`src/rtl/sd_mem_rdport.sv`:
```
// ============================================================================
// Module      : sd_mem_rdport
// Description : srdy/drdy read front-end for the two-port behavioural memory.
//               Optional tag sideband enabled by defining SD_MEM_RDPORT_TAG_EN.
// Revision    : 1.0 - initial release
// ============================================================================
`default_nettype none

module sd_mem_rdport #(
  parameter int DEPTH   = 256,
  parameter int WIDTH   = 8,
  parameter int ADDR_SZ = $clog2(DEPTH),
  parameter int TAG_SZ  = 4
) (
  input  logic               clk,
  input  logic               reset_n,
  input  logic               c_srdy,
  output logic               c_drdy,
  input  logic [ADDR_SZ-1:0] c_addr,
`ifdef SD_MEM_RDPORT_TAG_EN
  input  logic [TAG_SZ-1:0]  c_tag,
`endif
  output logic               mem_rd_en,
  output logic [ADDR_SZ-1:0] mem_rd_addr,
  input  logic [WIDTH-1:0]   mem_d_out,
  output logic               p_srdy,
  input  logic               p_drdy,
  output logic [WIDTH-1:0]   p_data
`ifdef SD_MEM_RDPORT_TAG_EN
  ,
  output logic [TAG_SZ-1:0]  p_tag
`endif
);

  localparam logic [1:0] LAST_IDX = 2'd2;
  localparam logic [2:0] ENTRIES  = 3'd3;

  logic [1:0]       r_count;
  logic [1:0]       r_wr_ptr;
  logic [1:0]       r_rd_ptr;
  logic             r_inflight;
  logic [WIDTH-1:0] r_data [0:2];

  logic w_push;
  logic w_pop;
  logic w_credit;

  // Credit counts the read already in the memory pipe, so the buffer can
  // never be oversubscribed and c_drdy never depends on p_drdy.
  assign w_credit  = ({1'b0, r_count} + {2'b00, r_inflight}) < ENTRIES;
  assign c_drdy    = reset_n & w_credit;
  assign mem_rd_en = c_srdy & c_drdy;
  assign mem_rd_addr = c_addr;

  assign w_push = r_inflight;
  assign w_pop  = p_srdy & p_drdy;
  assign p_srdy = (r_count != 2'd0);
  assign p_data = r_data[r_rd_ptr];

  always_ff @(posedge clk or negedge reset_n) begin
    if (!reset_n) begin
      r_inflight <= 1'b0;
      r_count    <= 2'd0;
      r_wr_ptr   <= 2'd0;
      r_rd_ptr   <= 2'd0;
    end else begin
      r_inflight <= mem_rd_en;
      if (w_push) begin
        r_wr_ptr <= (r_wr_ptr == LAST_IDX) ? 2'd0 : r_wr_ptr + 2'd1;
      end
      if (w_pop) begin
        r_rd_ptr <= (r_rd_ptr == LAST_IDX) ? 2'd0 : r_rd_ptr + 2'd1;
      end
      case ({w_push, w_pop})
        2'b10:   r_count <= r_count + 2'd1;
        2'b01:   r_count <= r_count - 2'd1;
        default: r_count <= r_count;
      endcase
    end
  end

  // Storage is not reset; a zero count already marks every entry invalid.
  always_ff @(posedge clk) begin
    if (w_push) begin
      r_data[r_wr_ptr] <= mem_d_out;
    end
  end

`ifdef SD_MEM_RDPORT_TAG_EN
  logic [TAG_SZ-1:0] r_tag_inflight;
  logic [TAG_SZ-1:0] r_tag [0:2];

  always_ff @(posedge clk) begin
    if (mem_rd_en) begin
      r_tag_inflight <= c_tag;
    end
    if (w_push) begin
      r_tag[r_wr_ptr] <= r_tag_inflight;
    end
  end

  assign p_tag = r_tag[r_rd_ptr];
`endif

endmodule

`default_nettype wire

```
`config.mk`:
```
export PLATFORM = sky130hd
export DESIGN_NAME = sd_mem_rdport
export DESIGN_NICKNAME = d
export VERILOG_FILES = /design/src/rtl/sd_mem_rdport.sv
export SDC_FILE = /design/constraint.sdc
export NUM_CORES = 1
export LEC_CHECK = 0
export BUFFER_PORTS_ARGS = -buffer_cell sky130_fd_sc_hd__buf_4
export CORE_MARGIN = 4
export CORE_UTILIZATION = 49
export CTS_CLUSTER_DIAMETER = 200
export CTS_CLUSTER_SIZE = 40
export DETAILED_ROUTE_END_ITERATION = 7
export PLACE_DENSITY = 0.74
export SKIP_CTS_REPAIR_TIMING = 1
export SLEW_MARGIN = 20
export SYNTH_ARGS = -nofsm -noshare
export SYNTH_HDL_FRONTEND = slang
export SYNTH_SLANG_ARGS = --single-unit
```
`constraint.sdc`:
```
create_clock -name clk -period 1.8 [get_ports clk]
set_input_delay 0.45 -clock clk [delete_from_list [all_inputs] [get_ports clk]]
set_output_delay 0.45 -clock clk [all_outputs]
set_load 0.1 [all_outputs]
```
# After elaboration in Yosys (flattened, before gate mapping)
# Memories as Yosys holds them, arrays and structs flattened.
# Index checks and enable logic that the tools add are counted.
[totals] register_bits=7 ram_bits=24 inputBits=20 memories=1
[classes] add_sub_neg=5 n_lt_le_gt_ge=1 n_eq_ne=4 muxes=5 bitwise_logic=3 reduce_logical=2
[mem_list] memory="r_data" depth=3 width=8 rd=1 rd_ports_with_merged_regs=0 write_ports=1 line="42" source="logic [WIDTH-1:0] r_data [0:2];"
[op_table] op="$add 2x1->2 const B" n=3
[op_table] op="$eq 2x2->1 const B" n=3
[op_table] op="$mux 2" n=2
[op_table] op="$pmux 2 s2" n=1
[op_table] op="$reduce_bool 2->1" n=2
[op_table] op="$add 2x1->3" n=1
[op_table] op="$and 1x1->1" n=3
[op_table] op="$lt 3x2->1 const B" n=1
[op_table] op="$eq 2x1->1 const B" n=1
[op_table] op="$mux 1" n=2
[op_table] op="$sub 2x1->2 const B" n=1

# Depth between registers and ports, before layout
[depth] ltp_word=4 ltp_mapped=6

# Worst setup path before layout
# OpenSTA, ideal clock, no wires.
[synth_timing] path_kind="register to output" from="register r_count[0]" to="output port mem_rd_en" t_arrival_ns=4.190 required_time_ns=1.350 path_slack_ns=-2.840 path_stages_with_launch=5 cell_sequence="dfrtp_1 -> ha_1 -> ha_1 -> a211oi_1 -> and2_1"
[synth_via] elab_chain_len=4
[synth_lines] item="start, declared" line="38" source="logic [1:0] r_count;"
[synth_lines] item="start signal, assigned" line="75" source="2'b10: r_count <= r_count + 2'd1;"
[synth_lines] item="start signal, assigned" line="76" source="2'b01: r_count <= r_count - 2'd1;"
[synth_lines] item="start signal, assigned" line="77" source="default: r_count <= r_count;"
[synth_lines] item="$add 2x1->3" line="50" source="assign w_credit = ({1'b0, r_count} + {2'b00, r_inflight}) < ENTRIES;"
[synth_lines] item="$lt 3x2->1" line="50"
[synth_lines] item="$and 1x1->1" line="51" source="assign c_drdy = reset_n & w_credit;"
[synth_lines] item="named net c_drdy" line="18" source="output logic c_drdy,"
[synth_lines] item="$and 1x1->1" line="52" source="assign mem_rd_en = c_srdy & c_drdy;"
[synth_lines] item="end, declared" line="23" source="output logic mem_rd_en,"
# The timed path passes the listed nets, and every way through them passes these cells.

# Worst setup path after layout
[layout_timing] from="register r_inflight" to="output port mem_rd_en"
[layout_via] elab_chain_len=4
[layout_lines] item="start, declared" line="41" source="logic r_inflight;"
[layout_lines] item="start signal, assigned" line="67" source="r_inflight <= mem_rd_en;"
[layout_lines] item="$add 2x1->3" line="50"
[layout_lines] item="$lt 3x2->1" line="50"
[layout_lines] item="$and 1x1->1" line="51"
[layout_lines] item="$and 1x1->1" line="52"
# Every way passes these cells.

==> key figures <==
Floorplan
  – Initial core utilization: roughly half
  – Row Count: 18
  – IO Count: 39
  – Die area: ~3500 µm²
  – Core area: about 2500 µm²
  – Die Width: 59.4 µm
  – Die height: 59.4 µm

Finish
  – Most common cell after layout, fill and taps aside: edfxtp_1
  – ANT cells: 0
  – NumNets Final: 148
  – Share of layout cells above drive strength 1: a little over half
  – FILL cells: 152
  – Most frequent cells in the layout: edfxtp_1 (24), buf_4 (23), buf_12 (11), nand2_1 (10), o21ai_4 (8)
  – Area grow syn2layout: 46.8%

Worst setup path
  – Crit-path max FO: 2
  – Worst EP required: between 1000 and 1500 ps
  – R2R cell count: 6
  – CP Capture Type: output port
  – CP arrival: roughly 1700 ps
  – Setup CP Type: reg -> out
  – Crit start category: flop

Run
  – MaxCap Viol Count: 0

Drt
  – Routed len/inst: ~16 µm
  – Iteration-0 DRC Markers: 16
  – DRT Wirelength: ~2.5 mm
  – Vias/cell: 5.13
  – First-pass DRT Iterations: 4
  – Via count of the routed design: ~800
  – DRC Markers: 0
  – Final ANT Viol Nets: 0

Worst hold path
  – Hold Crit Depth: 1
  – Hold Path Class: in -> reg

Placement
  – Detailed Place HPWL: ~1.6 mm
  – PortBufs: 22
  – GPL Wtd Cong: 0.682

Synthesis
  – Post-Syn Nets: around 110
  – Netlist cell types: 21
  – Register bit count reported by yosys: 31
  – Post-Syn Instances: between 90 and 100
  – Mapped Area: ~1300 µm²
  – Mapped Avg Cell Area: 14.2 µm²
  – Register area share after synthesis: approximately 70%
  – Yosys warns: 0

Run status
  – Failing checks: setup timing
  – Outcome: complete, but fails checks

Clock tree
  – Clk pin slew, worst setup/hold paths: approximately 100 ps
  – TritonCTS buffer count: 5
  – Clock latency on the worst-skew pair: ~330 ps
  – H-tree Lvls: 2
  – # clock sinks: 31
  – CTS tree: built
  – CTS Buffer Depth: 2
  – Clock root buffer: clkbuf_4

Timing
  – Post-route setup slack: -372 ps
  – Final setup viols: 10
  – Final Hold Fails: 0
  – Pin slew with the least headroom to its limit: roughly 470 ps
  – Fmax: approximately 0.46 GHz
  – Fin crit period: roughly 2200 ps
  – Clock Skew: slightly below 7 ps
  – Fin crit share: 121%
  – Max_slew headroom: between 60% and 70%
  – Hold slack: around 300 ps
  – Fin. max-slew vios: 0
  – Unrepaired setup endpoints after global routing: yes

GRT
  – Remaining Overflow, GRT: 0
  – First-pass GRT wire length: ~3.2 mm
  – Largest net degree at the start of global routing: 12
  – Vias in the first global route: about 750
  – Initial antenna violation count: 0
  – Total GRT Usage: around 13%
cells by family after synthesis:
kind of cell,after synthesis,synth area share (%)
muxes,8,6.19
adders and majority gates,3,2.90
DFF,31,69.2
xor gates and xnor gates,3,2.03
AOI/OAI and AO/OA,14,6.48
and+or+nand+nor,18,6.29
buffers and inverters,14,6.87
through the flow:
stage	TNS, ps	utilization, %	instance area, µm²	worst slack, ps	cells
floorplan	-1840	-	1410	-888	91
global placement	-91.7	65.2	1630	-66.0	144
detailed placement	-143	65.2	1630	-92.6	144
CTS	-3920	67.5	1690	-470	152
global route	-1940	76.0	1900	-473	156
finish	-1170	76.0	1900	-372	156
cells in the mapped netlist:
| master | count | area, µm² |
|---|---|---|
| edfxtp_1 | 24 | 721 |
| nand2_1 | 10 | 37.5 |
| buf_4 | 9 | 67.6 |
| mux2i_1 | 8 | 80.1 |
| o21ai_1 | 8 | 40.0 |
| dfrtp_1 | 7 | 175 |
| a21o_1 | 3 | 22.5 |
| ha_1 | 3 | 37.5 |
| inv_1 | 3 | 11.3 |
| buf_2 | 2 | 10.0 |
| nor2_1 | 2 | 7.51 |
| nor3_1 | 2 | 10.0 |
| xnor2_1 | 2 | 17.5 |
| a211oi_1 | 1 | 7.51 |
| and2_1 | 1 | 6.26 |
| nand2b_1 | 1 | 6.26 |
| nor3b_1 | 1 | 7.51 |
| o21ai_0 | 1 | 5.00 |
| o21ai_2 | 1 | 8.76 |
| or2_2 | 1 | 6.26 |
| xor2_1 | 1 | 8.76 |
critical path, stage by stage (launching register included):
cell and delay [ps]:
dfrtp_1 400, ha_2 210, ha_4 220, a211oi_4 210, and2_4 190, buf_12 170
flip-flops by register name, indices dropped and copies added (netlist names):
| register | cells |
|---|---|
| r_wr_ptr | 2 |
| r_count | 2 |
| r_data | 24 |
| r_rd_ptr | 2 |
| r_inflight | 1 |
metal layers:
layer	up-vias	global-route usage, %	wire length, µm
li1	385	-	-
met1	382	13.6	895
met2	22	21.5	1380
met3	12	7.41	180
met4	0	7.77	64
met5	-	0	0
final timing paths:
| kind | start | end | slack [ps] |
|---|---|---|---|
| setup / recovery | r_inflight | mem_rd_en | -370 |
| hold / removal | mem_d_out[2] | r_data[2][2] | 300 |
| setup reg to reg | r_count[1] | r_count[1] | 240 |
| hold reg to reg | r_wr_ptr[1] | r_wr_ptr[1] | 540 |
| max in group asynchronous | reset_n | r_rd_ptr[0] | 1110 |
| min in group asynchronous | reset_n | r_count[1] | 560 |
final cells by class:
class	count	area [µm²]	area share, %
sequential	31	898	47.3
multi-input combinational	46	458	24.1
timing repair buffer	38	437	23.0
clock buffer	5	37.5	1.98
tap	30	37.5	1.98
clock inverter	3	20.0	1.05
inverter	3	11.3	0.593
Power is not shown: default switching activity piles up to over one toggle a cycle in this logic, so the estimate is an artifact.
